--- src/rtl/hpi_pkg.sv ---
// Shared types and HPI register selects for the HPI transaction sequencer.
package hpi_pkg;

    typedef enum logic [2:0] {
        IDLE,
        SETUP,
        STROBE,
        HOLD,
        RECOVER
    } hpi_seq_state_t;

    localparam logic [1:0] HPI_DATA    = 2'b00;
    localparam logic [1:0] HPI_MAILBOX = 2'b01;
    localparam logic [1:0] HPI_ADDR    = 2'b10;
    localparam logic [1:0] HPI_STATUS  = 2'b11;

endpackage

--- src/rtl/hpi_txn_sequencer.sv ---
// Turns single-word HPI read/write requests into timed cs/rd/wr strobe
// sequences for the downstream registered HPI I/O stage.
module hpi_txn_sequencer
    import hpi_pkg::*;
#(
    parameter int SETUP_CYCLES    = 1,
    parameter int STROBE_CYCLES   = 2,
    parameter int HOLD_CYCLES     = 2,
    parameter int RECOVERY_CYCLES = 2
) (
    input  logic        Clk,
    input  logic        Reset,
    input  logic        req_valid,
    output logic        req_ready,
    input  logic        req_write,
    input  logic [1:0]  req_addr,
    input  logic [15:0] req_wdata,
    output logic        rsp_valid,
    output logic [15:0] rsp_rdata,
    output logic        busy,
    output logic [1:0]  hpi_address,
    output logic [15:0] hpi_data_out,
    input  logic [15:0] hpi_data_in,
    output logic        hpi_r,
    output logic        hpi_w,
    output logic        hpi_cs
);

    localparam int M01  = (SETUP_CYCLES > STROBE_CYCLES) ? SETUP_CYCLES : STROBE_CYCLES;
    localparam int M23  = (HOLD_CYCLES > RECOVERY_CYCLES) ? HOLD_CYCLES : RECOVERY_CYCLES;
    localparam int MAXP = (M01 > M23) ? M01 : M23;
    localparam int CW   = $clog2(MAXP + 1);

    localparam logic [CW-1:0] LD_SETUP   = CW'(SETUP_CYCLES - 1);
    localparam logic [CW-1:0] LD_STROBE  = CW'(STROBE_CYCLES - 1);
    localparam logic [CW-1:0] LD_HOLD    = CW'(HOLD_CYCLES - 1);
    localparam logic [CW-1:0] LD_RECOVER = (RECOVERY_CYCLES > 0) ? CW'(RECOVERY_CYCLES - 1) : '0;
    // Read data is valid two cycles after the last strobe: HOLD index 1.
    localparam logic [CW-1:0] CAP_CNT    = CW'(HOLD_CYCLES - 2);

    hpi_seq_state_t state, nxt_state;
    logic [CW-1:0]  cnt, nxt_cnt;
    logic           lat_write;
    logic           accept;

    assign req_ready = (state == IDLE);
    assign busy      = (state != IDLE);
    assign accept    = req_valid && req_ready;

    always_ff @(posedge Clk or posedge Reset) begin
        if (Reset) begin
            state <= IDLE;
            cnt   <= '0;
        end else begin
            state <= nxt_state;
            cnt   <= nxt_cnt;
        end
    end

    always_comb begin
        nxt_state = state;
        nxt_cnt   = cnt;
        unique case (state)
            IDLE: begin
                if (req_valid) begin
                    nxt_state = SETUP;
                    nxt_cnt   = LD_SETUP;
                end
            end
            SETUP: begin
                if (cnt == '0) begin
                    nxt_state = STROBE;
                    nxt_cnt   = LD_STROBE;
                end else begin
                    nxt_cnt = cnt - 1'b1;
                end
            end
            STROBE: begin
                if (cnt == '0) begin
                    nxt_state = HOLD;
                    nxt_cnt   = LD_HOLD;
                end else begin
                    nxt_cnt = cnt - 1'b1;
                end
            end
            HOLD: begin
                if (cnt == '0) begin
                    nxt_state = (RECOVERY_CYCLES > 0) ? RECOVER : IDLE;
                    nxt_cnt   = (RECOVERY_CYCLES > 0) ? LD_RECOVER : '0;
                end else begin
                    nxt_cnt = cnt - 1'b1;
                end
            end
            RECOVER: begin
                if (cnt == '0) begin
                    nxt_state = IDLE;
                    nxt_cnt   = '0;
                end else begin
                    nxt_cnt = cnt - 1'b1;
                end
            end
            default: begin
                nxt_state = IDLE;
                nxt_cnt   = '0;
            end
        endcase
    end

    // Strobes are registered from the next state so they line up with the
    // state the FSM is actually in.
    always_ff @(posedge Clk or posedge Reset) begin
        if (Reset) begin
            lat_write    <= 1'b0;
            hpi_address  <= '0;
            hpi_data_out <= '0;
            hpi_cs       <= 1'b1;
            hpi_r        <= 1'b1;
            hpi_w        <= 1'b1;
            rsp_valid    <= 1'b0;
            rsp_rdata    <= '0;
        end else begin
            if (accept) begin
                lat_write   <= req_write;
                hpi_address <= req_addr;
                if (req_write)
                    hpi_data_out <= req_wdata;
            end
            hpi_cs    <= !(nxt_state == SETUP || nxt_state == STROBE || nxt_state == HOLD);
            hpi_r     <= !(nxt_state == STROBE && !lat_write);
            hpi_w     <= !(nxt_state == STROBE && lat_write);
            rsp_valid <= (state == HOLD) && (cnt == '0);
            if (state == HOLD && cnt == CAP_CNT && !lat_write)
                rsp_rdata <= hpi_data_in;
        end
    end

endmodule

--- config.mk ---
export PLATFORM = sky130hd
export DESIGN_NAME = hpi_txn_sequencer
export DESIGN_NICKNAME = d
export VERILOG_FILES = /design/src/rtl/hpi_pkg.sv /design/src/rtl/hpi_txn_sequencer.sv
export SDC_FILE = /design/constraint.sdc
export NUM_CORES = 1
export LEC_CHECK = 0
export ABC_CLOCK_PERIOD_IN_PS = 2100
export BUFFER_PORTS_ARGS = -buffer_cell sky130_fd_sc_hd__buf_2
export CAP_MARGIN = 5
export CORE_AREA = 2 2 66 68
export DETAILED_ROUTE_END_ITERATION = 12
export DIE_AREA = 0 0 68 70
export GPL_TIMING_DRIVEN = 0
export PLACE_DENSITY = 0.82
export SYNTH_ARGS = -nofsm -noshare
export SYNTH_HDL_FRONTEND = slang
export SYNTH_SLANG_ARGS = --single-unit
export TNS_END_PERCENT = 50
--- constraint.sdc ---
create_clock -name Clk -period 2.1 [get_ports Clk]
set_input_delay 0.21 -clock Clk [delete_from_list [all_inputs] [get_ports Clk]]
set_output_delay 0.21 -clock Clk [all_outputs]
set_load 0.005 [all_outputs]
==> impl_metrics.json, run 1 <==
{
  "total_power_w": 0.003563,
  "critPathKind": "reg -> reg",
  "yosysMostFrequentCell": "dfrtp_1",
  "ctsResizeCount": 0,
  "ys_async_sr_fraction_pct": 100.0,
  "yosys.area.top_type": "dfrtp_1",
  "powerDensity_nw_per_um2": 1485,
  "ys_types": 34,
  "p_leak_nw": 1.200,
  "tns_ps": 0,
  "wl_per_cell_um": 12.80,
  "die_w_um": 68,
  "first_pass_iters": 4,
  "synthCells": 122,
  "timing.rr.end": "rsp_rdata[2]$_DFFE_PP0P_",
  "rsz0062_at_grt": "false",
  "antenna_found_initial": 0,
  "antennaDiodeCount": 0,
  "via_per_inst": 4.857,
  "globalRoute.busiestLayer": "met2",
  "drive_above_1_share_pct": 65.70,
  "r2r_slack_ps": 290,
  "fin_hold_ws_ps": 90.29,
  "yosysWarnings": 0,
  "synthFlopType": "dfrtp_1",
  "grtUsageMet1_pct": 18.64,
  "tightest_slew_ps": 866.7,
  "grt_pass1_vias": 1241,
  "peakVddDrop_mv": 0.6335,
  "synth-seq-area-share_pct": 60.11,
  "htree_levels": 2,
  "grt_max_degree": 45,
  "register_area_um2": 1105,
  "period_share_pct": 85.97,
  "avgSynthCellArea_um2": 15.07,
  "post_cts_buffers": 0,
  "met3_usage_pct": 6.280,
  "gp_congestion": 0.8113,
  "start_util_pct": 44.35,
  "cts.sink_count": 44,
  "setup_viol": 0,
  "crit_path_start": "cnt[0]$_DFFE_PP0P_",
  "crit_end": "rsp_rdata[2]$_DFFE_PP0P_",
  "cts_tree": "built",
  "drcViolationCount": 0,
  "drtIter0Drc": 39,
  "min_path_type": "in -> async",
  "synth_top_area_share_pct": 55.82,
  "hold_viol": 0,
  "clock_latency_ps": 290,
  "coreArea_um2": 4144,
  "slew_violations": 0,
  "cp.arrival_ps": 1980,
  "regToRegStartpoint": "cnt[0]$_DFFE_PP0P_",
  "fmax_ghz": 0.5539,
  "worstSetupStartpointType": "flop",
  "clkTransAtPathRegs_ps": 80,
  "syn_to_final_growth_pct": 30.56,
  "cp_max_fo": 10,
  "clockBufferDepth": 2,
  "syn_nets": 160,
  "synth-edff-count": 0,
  "period_needed_ps": 1805,
  "dp_hpwl_mm": 2.431,
  "netlist_area_um2": 1838,
  "num_rows": 24,
  "vias": 1258,
  "synth_top_cells_by_area": "dfrtp_1 (56%), mux2_2 (14%), mux2_4 (8.2%)",
  "met2_usage_pct": 23.09,
  "required_ps": 2280,
  "post-place-ws_ps": 307.4,
  "ctsHoldBuffers": 0,
  "multi_input_area_um2": 654.4,
  "grt.total_usage_pct": 15.17,
  "slew_headroom_pct": 42.14,
  "worst-r2r-cell-count": 6,
  "maxCapViolCount": 0,
  "grt_pass1_wl_mm": 5.340,
  "grt_overflow_total": 0,
  "wl_mm": 3.314,
  "root_buffer": "clkbuf_8",
  "port_buffers": 77,
  "fp.dieArea_um2": 4760,
  "io_pins": 78,
  "layout_setup_ws_ps": 294.7,
  "end_kind": "flop",
  "fin_skew_ps": 5.516,
  "cts_buffers": 5,
  "synth_common_cells": "dfrtp_1 (41), mux2_2 (23), mux2_4 (10)",
  "die_h_um": 70,
  "nFillCells": 350,
  "status": "finished, final reports clean",
  "ys_ff_latch": 44,
  "finalNetCount": 244,
  "route.antenna.remaining_nets": 0
}
[how the worst min path moves through the flow]
stage                                   to  cells past startpoint         start  slack, ps
6_report          rsp_rdata[1]$_DFFE_PP0P_                      2         Reset         90
5_1_grt         hpi_address[1]$_DFFE_PP0P_                      2   req_addr[1]        120
3_3_place_gp   hpi_data_out[5]$_DFFE_PP0P_                      2  req_wdata[5]        420
2_1_floorplan  hpi_data_out[5]$_DFFE_PP0P_                      1  req_wdata[5]        340
3_5_place_dp   hpi_data_out[5]$_DFFE_PP0P_                      2  req_wdata[5]        430
4_1_cts              lat_write$_DFFE_PP0P_                      2         Reset        120
[flip-flops by register name, indices dropped and copies added (netlist names)]
| name | flops |
|---|---|
| rsp_valid | 1 |
| hpi_cs | 1 |
| rsp_rdata | 16 |
| hpi_address | 2 |
| cnt | 2 |
| state | 3 |
| hpi_data_out | 16 |
| lat_write | 1 |
| hpi_r | 1 |
| hpi_w | 1 |
[layout make-up]
cell class,count,share of cell area (%)
inverters,4,0.6257
well taps,52,2.711
multi-input cells,67,27.27
clock inverters,3,1.773
flip-flops and latches,44,46.04
plain buffers,7,2.659
repair buffers,77,16.06
clock buffers,5,2.868
[placed cells by master (no fill, tap or decap), types with 2 or more instances in the layout]
cell      netlist  final
a21oi_1         2      2
buf_2           2     79
buf_6           2      2
clkbuf_8        0      5
dfrtp_1        41     41
dfstp_2         3      3
inv_1           4      3
mux2_2         23     23
mux2_4         10     10
nand2_1         5      5
nor2_1          5      5
nor3b_1         2      2
[power breakdown]
group	switching, W	internal, W	total, W
Clock	0.000281	0.000352	0.000633
Combinational	0.000601	0.000869	0.00147
Sequential	0.000189	0.00127	0.00146
Total	0.00107	0.00249	0.00356
[worst max-delay path, stage by stage (launching register included)]
cell and delay, ps:
dfrtp_1 380, buf_6 130, nand4bb_4 230, or3_1 340, buf_6 150, buf_12 150
mux2_4 300
[layer usage]
metal	up-vias	routed length, um	part of all wire (%)
met5	-	0	0
met4	0	51	1.5
met3	4	342	10
met2	68	1457	44
met1	593	1463	44
li1	593	-	-
[cell families after synthesis]
group	count (synthesis)	synth area share [%]
AOI/OAI and AO/OA	9	3.676
xor gates and xnor gates	1	0.4766
buffers and inverters	11	4.288
DFF	44	60.11
muxes	34	22.87
and+or+nand+nor	23	8.578
[through the flow]
step	std cells	util, %	cell area, um2
detailed placement	251	55.22	2288
CTS	259	57.91	2400
global placement	251	55.22	2288
global route	259	57.91	2400
finish	259	57.91	2400
floorplan	122	-	1838
(Power assumes the default switching activity.)
==> run 2, diff against run 1 <==
- SETUP_SLACK_MARGIN: unset -> 0.3
- SKIP_CTS_REPAIR_TIMING: unset -> 1
==> impl_metrics.json, run 2 (synthesis results as in run 1) <==
{
  "cts_buffers": 5,
  "peakVddDrop_mv": 0.6416,
  "start_util_pct": 44.35,
  "coreArea_um2": 4144,
  "status": "finished, final reports clean",
  "grt_max_degree": 45,
  "cts_tree": "built",
  "nFillCells": 343,
  "slew_headroom_pct": 41.91,
  "crit_slowest_cell": "dfrtp_1",
  "min_path_type": "in -> async",
  "crit_cells": 6,
  "route.antenna.remaining_nets": 0,
  "clkTransAtPathRegs_ps": 80,
  "die_w_um": 68,
  "hold_viol": 0,
  "root_buffer": "clkbuf_8",
  "io_pins": 78,
  "wl_per_cell_um": 12.79,
  "final_common_cell": "buf_2",
  "timing.rr.end": "rsp_rdata[2]$_DFFE_PP0P_",
  "max_stage_delay_ps": 380,
  "cts.sink_count": 44,
  "vias": 1269,
  "worstSetupStartpointType": "flop",
  "top_regs": "hpi_data_out x16, rsp_rdata x16, state x3",
  "rsz0062_at_grt": "false",
  "port_buffers": 77,
  "clkPwrFrac_pct": 17.6,
  "via_per_inst": 4.862,
  "clock_latency_ps": 290,
  "grt_overflow_total": 0,
  "cp_top_family": "simple AND/OR/NAND/NOR gates",
  "period_share_pct": 84.10,
  "wl_mm": 3.337,
  "first_pass_iters": 4,
  "grt_pass1_wl_mm": 5.340,
  "dp_hpwl_mm": 2.431,
  "maxCapViolCount": 0,
  "path_buf_inv": 3,
  "final_cell_mix": "buf_2 (79), dfrtp_1 (40), mux2_2 (23)",
  "fin_skew_ps": 5.630,
  "drive_above_1_share_pct": 66.99,
  "cp_max_fo": 10,
  "fmax_ghz": 0.5662,
  "antennaDiodeCount": 0,
  "power_frac_seq_pct": 40.6,
  "crit_chain": "buf_6 -> nand4bb_4 -> or3_4 -> buf_8 -> buf_12 -> mux2_4",
  "die_h_um": 70,
  "multi_input_area_um2": 666.9,
  "utilization_pct": 58.70,
  "register_area_um2": 1106,
  "worst-r2r-cell-count": 6,
  "tightest_slew_ps": 870.1,
  "critPathKind": "reg -> reg",
  "gp_congestion": 0.8113,
  "slew_violations": 0,
  "switching_share_pct": 30.11,
  "end_kind": "flop",
  "num_rows": 24,
  "power_frac_comb_pct": 41.8,
  "antenna_found_initial": 0,
  "r2r_slack_ps": 330,
  "power.switching_w": 0.001083,
  "htree_levels": 2,
  "regToRegStartpoint": "cnt[0]$_DFFE_PP0P_",
  "syn_to_final_growth_pct": 32.33,
  "drtIter0Drc": 39,
  "grt.total_usage_pct": 15.17,
  "setup_viol": 0,
  "cp.arrival_ps": 1940,
  "p_leak_nw": 1.212,
  "tns_ps": 0,
  "period_needed_ps": 1766,
  "required_ps": 2280,
  "drcViolationCount": 0,
  "finalNetCount": 246,
  "clockBufferDepth": 2,
  "p_int_w": 0.002514,
  "grt_pass1_vias": 1241,
  "powerDensity_nw_per_um2": 1479,
  "fp.dieArea_um2": 4760
}
-- run 2: cell count changes in the layout (fill, tap and decap cells not counted), sizes merged --
cell,before,now
buf,83,85
-- run 2: final cells by class --
cell class | count | share of cell area [%]
inverters | 4 | 0.6173
repair buffers | 79 | 16.46
well taps | 52 | 2.675
multi-input cells | 67 | 27.42
flip-flops and latches | 44 | 45.47
clock inverters | 3 | 1.749
plain buffers | 7 | 2.778
clock buffers | 5 | 2.829
-- run 2: how the worst max path moves through the flow --
stage                       startpoint                        end  slack, ps
finish              cnt[0]$_DFFE_PP0P_   rsp_rdata[2]$_DFFE_PP0P_        330
CTS                 cnt[0]$_DFFE_PP0P_  rsp_rdata[15]$_DFFE_PP0P_        280
global route        cnt[0]$_DFFE_PP0P_   rsp_rdata[3]$_DFFE_PP0P_        300
floorplan           cnt[0]$_DFFE_PP0P_   rsp_rdata[0]$_DFFE_PP0P_        380
global placement    cnt[0]$_DFFE_PP0P_   rsp_rdata[5]$_DFFE_PP0P_        330
detailed placement  cnt[0]$_DFFE_PP0P_  rsp_rdata[15]$_DFFE_PP0P_        310
-- run 2: power groups by stage --
stage / clock (W) / sequential (W) / combinational, W
after floorplan: 0 / 0.00151 / 0.000891
after global placement: 0 / 0.00146 / 0.00145
after CTS: 0.000656 / 0.00146 / 0.00149
after global routing: 0.000683 / 0.00152 / 0.00166
after detailed placement: 0 / 0.00147 / 0.00149
final: 0.000633 / 0.00146 / 0.00150
-- run 2: worst register-to-register path: cells and delay by family, from the launching register on --
family / cells / cell delay, ps
buffers and inverters: 3 / 410
flip-flops: 1 / 380
multiplexers: 1 / 300
AND/OR/NAND/NOR: 2 / 550
-- run 2: through the flow --
step / total power [W] / setup slack, ps / instances / instance area, um2 / hold WS [ps]
finish: 0.003596 / 333.9 / 261 / 2432 / 85.11
global route: 0.003858 / 297.8 / 261 / 2432 / 124.8
CTS: 0.003610 / 283.4 / 259 / 2400 / 117.8
detailed placement: 0.002962 / 307.4 / 251 / 2288 / 428.7
global placement: 0.002904 / 329.5 / 251 / 2288 / 420.9
floorplan: 0.002396 / 384.0 / 122 / 1838 / 341.7
-- run 2: routing by layer --
metal | vias up | track usage (%) | wire (um)
met2 | 68 | 23.09 | 1463
met4 | 0 | 6.667 | 51
met3 | 4 | 6.280 | 342
li1 | 597 | - | -
met1 | 600 | 18.64 | 1479
met5 | - | 0 | 0
